$ cat config.mk
export PLATFORM = sky130hd
export DESIGN_NAME = lsu_mc
export DESIGN_NICKNAME = d
export VERILOG_FILES = /design/src/rtl/lsu_mc.sv
export SDC_FILE = /design/constraint.sdc
export NUM_CORES = 1
export LEC_CHECK = 0
export CORE_MARGIN = 8
export CORE_UTILIZATION = 44
export DETAILED_ROUTE_END_ITERATION = 12
export GPL_ROUTABILITY_DRIVEN = 0
export PLACE_DENSITY = 0.89
export SETUP_SLACK_MARGIN = 0.2
export SLEW_MARGIN = 20
export SYNTH_ARGS = -nofsm -noshare
export SYNTH_HDL_FRONTEND = slang
export SYNTH_SLANG_ARGS = --single-unit
$ cat constraint.sdc
create_clock -name i_clk -period 3.75 [get_ports i_clk]
set_input_delay 0.9375 -clock i_clk [delete_from_list [all_inputs] [get_ports i_clk]]
set_output_delay 0.9375 -clock i_clk [all_outputs]
set_load 0.005 [all_outputs]
$ cat src/rtl/lsu_mc.sv
// Multi-cycle load-store unit: data memory over a req/ack bus with timeout,
// a byte-writable output-register bank and two read-only input words.
module lsu_mc #(
   parameter int unsigned ADDR_W     = 32,
   parameter int unsigned DMEM_BYTES = 32'h2000,
   parameter int unsigned OUT_BASE   = 32'h7000,
   parameter int unsigned NUM_OUT    = 8,
   parameter int unsigned IN_BASE    = 32'h7800,
   parameter int unsigned TIMEOUT    = 255
) (
   input  logic                    i_clk,
   input  logic                    i_rst,
   input  logic                    i_req,
   input  logic                    i_wren,
   input  logic [ADDR_W-1:0]       i_addr,
   input  logic [31:0]             i_st_data,
   input  logic [2:0]              i_l_sel,
   input  logic [1:0]              i_s_sel,
   input  logic [31:0]             i_io_sw,
   input  logic [3:0]              i_io_btn,
   input  logic [31:0]             i_mem_rdata,
   input  logic                    i_mem_ack,
   output logic                    o_busy,
   output logic                    o_ack,
   output logic [31:0]             o_ld_data,
   output logic                    o_err,
   output logic [1:0]              o_err_code,
   output logic [ADDR_W-1:0]       o_mem_addr,
   output logic [31:0]             o_mem_wdata,
   output logic [3:0]              o_mem_be,
   output logic                    o_mem_wren,
   output logic                    o_mem_rden,
   output logic [32*NUM_OUT-1:0]   o_io_out
);

   localparam int unsigned CntW = $clog2(TIMEOUT + 1);
   localparam int unsigned IdxW = (NUM_OUT > 1) ? $clog2(NUM_OUT) : 1;

   localparam logic [CntW-1:0]   CntLast = CntW'(TIMEOUT - 1);
   localparam logic [ADDR_W-1:0] DmemEnd = ADDR_W'(DMEM_BYTES);
   localparam logic [ADDR_W-1:0] OutLo   = ADDR_W'(OUT_BASE);
   localparam logic [ADDR_W-1:0] OutHi   = ADDR_W'(OUT_BASE + 4 * NUM_OUT);
   localparam logic [ADDR_W-1:0] InLo    = ADDR_W'(IN_BASE);
   localparam logic [ADDR_W-1:0] InHi    = ADDR_W'(IN_BASE + 8);

   localparam logic [1:0] ErrNone = 2'b00;
   localparam logic [1:0] ErrMis  = 2'b01;
   localparam logic [1:0] ErrMap  = 2'b10;
   localparam logic [1:0] ErrTmo  = 2'b11;

   typedef enum logic [1:0] {StIdle, StMem, StResp} state_e;

   state_e state_q, state_d;
   logic [CntW-1:0] cnt_q, cnt_d;

   logic [ADDR_W-1:0] addr_q;
   logic [31:0]       wdata_q;
   logic [3:0]        be_q;
   logic              wren_q;
   logic [2:0]        l_sel_q;
   logic              err_q;
   logic [1:0]        code_q;
   logic [31:0]       ld_data_q;
   logic [31:0]       out_q [NUM_OUT];

   // Request decode
   logic            ld_byte, ld_half, misaligned, illegal, unmapped;
   logic            in_out, in_in, in_dmem, in_hi, to_io, accept, out_wr;
   logic [1:0]      acc_code;
   logic [3:0]      st_be;
   logic [31:0]     st_wdata, io_word;
   logic [IdxW-1:0] out_idx;

   // Sign/zero-extend a byte or half-word picked out of a 32-bit word.
   function automatic logic [31:0] fmt_load(input logic [31:0] w, input logic [1:0] off,
                                            input logic [2:0] sel);
      logic [7:0]  b;
      logic [15:0] h;
      b = 8'(w >> {off, 3'b000});
      h = off[1] ? w[31:16] : w[15:0];
      case (sel)
         3'b001:  return {{24{b[7]}}, b};
         3'b010:  return {{16{h[15]}}, h};
         3'b011:  return {24'b0, b};
         3'b100:  return {16'b0, h};
         default: return w;
      endcase
   endfunction

   // Classify the incoming request and build its lane-replicated store data.
   always_comb begin
      ld_byte  = (i_l_sel == 3'b001) || (i_l_sel == 3'b011);
      ld_half  = (i_l_sel == 3'b010) || (i_l_sel == 3'b100);
      in_out   = (i_addr >= OutLo) && (i_addr < OutHi);
      in_in    = (i_addr >= InLo) && (i_addr < InHi);
      in_dmem  = (i_addr < DmemEnd);
      in_hi    = ((i_addr - InLo) & ADDR_W'(4)) != '0;
      out_idx  = IdxW'((i_addr - OutLo) >> 2);
      to_io    = in_out || in_in;

      if (i_wren) begin
         misaligned = ((i_s_sel == 2'b10) && i_addr[0]) ||
                      ((i_s_sel == 2'b11) && (i_addr[1:0] != 2'b00));
      end else begin
         misaligned = ld_half ? i_addr[0] : (!ld_byte && (i_addr[1:0] != 2'b00));
      end
      illegal  = i_wren && (i_s_sel == 2'b00);
      // The input window is read-only, so a store there counts as unmapped.
      unmapped = !(to_io || in_dmem) || (i_wren && in_in);

      acc_code = ErrNone;
      if (misaligned) begin
         acc_code = ErrMis;
      end else if (illegal || unmapped) begin
         acc_code = ErrMap;
      end

      st_be    = 4'b1111;
      st_wdata = i_st_data;
      if (i_wren) begin
         case (i_s_sel)
            2'b01: begin
               st_be    = 4'b0001 << i_addr[1:0];
               st_wdata = {4{i_st_data[7:0]}};
            end
            2'b10: begin
               st_be    = i_addr[1] ? 4'b1100 : 4'b0011;
               st_wdata = {2{i_st_data[15:0]}};
            end
            default: ;
         endcase
      end

      io_word  = in_out ? out_q[out_idx] : (in_hi ? {28'b0, i_io_btn} : i_io_sw);
      accept   = (state_q == StIdle) && i_req;
      out_wr   = accept && (acc_code == ErrNone) && in_out && i_wren;
   end

   // Next-state and timeout counter.
   always_comb begin
      state_d = state_q;
      cnt_d   = '0;
      unique case (state_q)
         StIdle: begin
            if (i_req) begin
               state_d = ((acc_code == ErrNone) && !to_io) ? StMem : StResp;
            end
         end
         StMem: begin
            if (i_mem_ack || (cnt_q == CntLast)) begin
               state_d = StResp;
            end else begin
               cnt_d = cnt_q + 1'b1;
            end
         end
         StResp:  state_d = StIdle;
         default: state_d = StIdle;
      endcase
   end

   // State register; reset also aborts an in-flight memory access.
   always_ff @(posedge i_clk) begin
      if (!i_rst) begin
         state_q <= StIdle;
         cnt_q   <= '0;
      end else begin
         state_q <= state_d;
         cnt_q   <= cnt_d;
      end
   end

   // Request latches, error status and load result.
   always_ff @(posedge i_clk) begin
      if (!i_rst) begin
         addr_q    <= '0;
         wdata_q   <= '0;
         be_q      <= '0;
         wren_q    <= 1'b0;
         l_sel_q   <= '0;
         err_q     <= 1'b0;
         code_q    <= ErrNone;
         ld_data_q <= '0;
      end else begin
         if (accept) begin
            addr_q  <= i_addr;
            wdata_q <= st_wdata;
            be_q    <= st_be;
            wren_q  <= i_wren;
            l_sel_q <= i_l_sel;
            err_q   <= (acc_code != ErrNone);
            code_q  <= acc_code;
            if ((acc_code == ErrNone) && to_io && !i_wren) begin
               ld_data_q <= fmt_load(io_word, i_addr[1:0], i_l_sel);
            end
         end
         if (state_q == StMem) begin
            if (i_mem_ack) begin
               if (!wren_q) begin
                  ld_data_q <= fmt_load(i_mem_rdata, addr_q[1:0], l_sel_q);
               end
            end else if (cnt_q == CntLast) begin
               err_q  <= 1'b1;
               code_q <= ErrTmo;
            end
         end
      end
   end

   // Output-register bank, written byte-wise at the acceptance edge.
   always_ff @(posedge i_clk) begin
      if (!i_rst) begin
         for (int k = 0; k < NUM_OUT; k++) begin
            out_q[k] <= '0;
         end
      end else if (out_wr) begin
         for (int b = 0; b < 4; b++) begin
            if (st_be[b]) begin
               out_q[out_idx][8*b +: 8] <= st_wdata[8*b +: 8];
            end
         end
      end
   end

   for (genvar k = 0; k < NUM_OUT; k++) begin : g_io_out
      assign o_io_out[32*k +: 32] = out_q[k];
   end

   // Strobes and byte enables are only driven while a memory access is open.
   always_comb begin
      o_busy      = (state_q != StIdle);
      o_ack       = (state_q == StResp);
      o_err       = o_ack && err_q;
      o_err_code  = o_ack ? code_q : ErrNone;
      o_ld_data   = ld_data_q;
      o_mem_addr  = {addr_q[ADDR_W-1:2], 2'b00};
      o_mem_wdata = wdata_q;
      o_mem_be    = (state_q == StMem) ? be_q : 4'b0000;
      o_mem_wren  = (state_q == StMem) && wren_q;
      o_mem_rden  = (state_q == StMem) && !wren_q;
   end

endmodule

==> impl_results.md <==
* Total placed cells including tap cells at 2,894
* Status: complete, no violations
* Area Growth Syn to Fin at 45.0%
* CP arrival at 3.73 ns
* P_leak at 10.2 nW
* EDFF count, synth at 256
* Flops & latches, synth at 373
* Largest stage delay, worst path at 0.53 ns
* Cell area power density at 396 mW/mm2
* Clk root buf: clkbuf_16
* Mapped Area at 0.0186 mm2
* # port buffers at 502
* Avg Vias per Cell at 6.24
* CP cell instances: clkdlybuf4s50_1, inv_1, ha_2, a41o_1, a2111o_1, a2111o_1, nand2b_1, buf_12, nor3_4, nand2b_1, buf_4
* Period utilisation layout at 92.1%
* Worst skew pair latency at 0.57 ns
* CP delay by family, top: compound AO/OA/AOI/OAI gates
* Top post-synthesis cells by area: edfxtp_1, dfxtp_1, nor2_1, nand2_1, and2_1
* Max_cap viols at 0
* Peak supply drop at 366 uV
* Max transition margin at 34.3%
* Initial drt markers at 3,008
* Post-route minimum period at 3.45 ns
* Fin nets at 2,546
* Avg Synthesized Cell Area at 10.4 um2
* Die Area at 0.0490 mm2
* Clock-pin slew on the worst setup and hold paths at 0.06 ns
* Initial DRT Pass Iterations at 8
* Most used DFF post-synth: edfxtp_1
* Distinct cell type count after synthesis at 84
* Fill count at 3,102
* Achievable Freq at 290 MHz
* CTS tree: built
* Post-synth top area cell: edfxtp_1
* Die height at 221 um
* Peak fanout along the critical path at 9
* Final-report max-slew violation count at 0
* Post-Synthesis Cells at 1,786
* DRC at 0
* CTS buffer count at 41
* Vias after detailed routing at 18,600
* Final Hold Fails at 0
* Fraction of registers with async set/reset at 0%
* GRT Resource Usage Total at 33.4%
* Die width at 221 um
* Worst Setup End Kind: flip-flop
* HPWL Detailed at 65.4 mm
* Yosys top cell area share at 41.4%
* CP required at 4.03 ns
* # hold bufs at CTS at 0
* Antenna-violating nets left at 0
* Tightest Pin Transition at 0.981 ns
* Critical path's slowest cell: clkdlybuf4s50_1
* Unrepaired setup endpoints after global routing: no
* Initial Utilization at 44.4%
* CP startpoint kind: input pin
* CP bufs+invs at 4
* Fraction of the yosys area taken by sequential cells at 54.0%
* Core Box Area at 0.0419 mm2
* CTS H-tree lvls at 2
* Clock Path Buffers at 3
* First-pass GRT wire length at 123 mm
* Row count at 75
* Non-Filler Instances at 2,977
* Yosys warnings at 0
* Clock Skew at 0.0231 ns
* I/O pin cnt at 505
* Clock sink count at 373
* Layout cell share with drive strength beyond 1 at 17.4%
* Setup TNS at 0 ns
* Crit Path Class: input pin to flip-flop
* Routed WL per cell at 28.9 um
* Hold Path Class: flip-flop to flip-flop
* Setup-failing EPs final at 0
* Multi-input logic area at 0.00784 mm2
* Register area at 0.0100 mm2
* Largest net degree at the start of global routing at 144
* DRT Wirelength at 86.0 mm
* Total gr overflow at 0
* Initial antenna violation count at 14
* Vias in the first global route at 18,400
path summary, 6_finish.rpt:
check                                 from           end  slack (ns)  depth (start not counted)
worst max-delay path            i_s_sel[0]   out_q[7][1]        0.30                         11
worst min-delay path            addr_q[17]    addr_q[17]        0.46                          2
worst max register to register  l_sel_q[0]  o_ld_data[0]        0.96                          6
worst min register to register  addr_q[17]    addr_q[17]        0.46                          2
per-stage QoR:
stage	hold WS, ns	area, um2	total power [mW]	utilization (%)	worst slack [ns]
floorplan	0.430	18600	5.28	-	0.352
global placement	0.441	25400	6.17	60.6	-0.225
detailed placement	0.458	25400	6.21	60.6	-0.348
CTS	0.466	26800	10.6	64.1	0.221
global route	0.486	26900	10.9	64.3	0.242
finish	0.464	26900	10.7	64.3	0.297
area by class of cell:
cell class,instances,share of cell area (%)
antenna,8,0.0743
clock buffer,53,4.17
clock inverter,22,1.29
inverter,18,0.251
multi-input combinational,1245,29.1
sequential,373,37.2
tap,539,2.50
timing repair buffer,719,25.4
power by group:
| group | internal [mW] | leakage [nW] | switching [mW] |
|---|---|---|---|
| clock | 2.74 | 0.724 | 1.73 |
| sequential | 4.53 | 3.63 | 0.132 |
| combinational | 0.695 | 5.82 | 0.825 |
| total | 7.97 | 10.2 | 2.68 |
cell usage in the layout, fill, tap and decap left out, types with 16 or more instances in the layout:
master and count:
a22oi_1 45, nor2_1 263, o211ai_1 46, mux4_2 21
nand2_2 44, clkdlybuf4s50_1 498, inv_1 16, o21ai_0 54
a21oi_1 60, a31oi_1 21, nor2b_1 16, nand3_1 27
edfxtp_1 256, clkbuf_16 41, a21o_1 20, mux2i_1 30
a21boi_0 46, buf_4 205, nand2b_1 18, dfxtp_1 117
a221oi_1 28, o211a_1 20, nand2_1 185, and2_1 84
mux2_2 26
registers in the layout (all words and copies together), names as in the netlist:
name,flops
code_q,2
addr_q,32
out_q,256
o_mem_wdata,32
cnt_q,8
be_q,4
wren_q,1
err_q,1
state_q,2
l_sel_q,3
o_ld_data,32
tightest hold or removal path, cell delays in order, from the launching register on:
cell      delay [ns]
dfxtp_1         0.31
nand2_1         0.05
a21boi_0        0.06
metal layers:
metal  track usage (%)  vias up  part of all wire, %
met1              38.7     8672                   34
met4              17.8       12                  6.3
li1                  -     7744                    -
met2              53.9     1742                   45
met3              12.1      399                   15
met5                 0        -                0.088
cell families after synthesis:
| family | count (synthesis) | share of synthesized area, % |
|---|---|---|
| AOI/OAI and AO/OA | 433 | 16.8 |
| xor gates and xnor gates | 8 | 0.377 |
| adders and majority gates | 6 | 0.404 |
| buffers and inverters | 169 | 4.36 |
| DFF | 373 | 54.0 |
| muxes | 77 | 5.74 |
| other | 1 | 0.0202 |
| and+or+nand+nor | 719 | 18.3 |
timing repair:
| action | 4_1_cts | 5_1_grt |
|---|---|---|
| resized for setup | 0 | 23 |
| setup endpoints to repair | 0 | 267 |
| buffers inserted | 0 | 0 |
synthesized netlist by cell type (11+ instances only):
| library cell | n |
|---|---|
| a21o_1 | 20 |
| inv_1 | 16 |
| and2_1 | 84 |
| buf_1 | 15 |
| o211a_1 | 20 |
| buf_2 | 20 |
| nor3_1 | 11 |
| nand2_1 | 204 |
| a22oi_1 | 45 |
| nor2_1 | 264 |
| nor2b_1 | 16 |
| mux4_2 | 21 |
| nand3_1 | 27 |
| a221oi_1 | 28 |
| a21boi_0 | 46 |
| nand2b_1 | 18 |
| o211ai_1 | 46 |
| a211oi_1 | 12 |
| a31oi_1 | 21 |
| mux2i_1 | 30 |
| clkbuf_1 | 77 |
| a21oi_1 | 60 |
| o21ai_0 | 55 |
| nand2_2 | 25 |
| buf_4 | 38 |
| mux2_2 | 26 |
| edfxtp_1 | 256 |
| dfxtp_1 | 117 |
| and3_1 | 12 |
No activity file was read; power rests on OpenSTA's default activity.
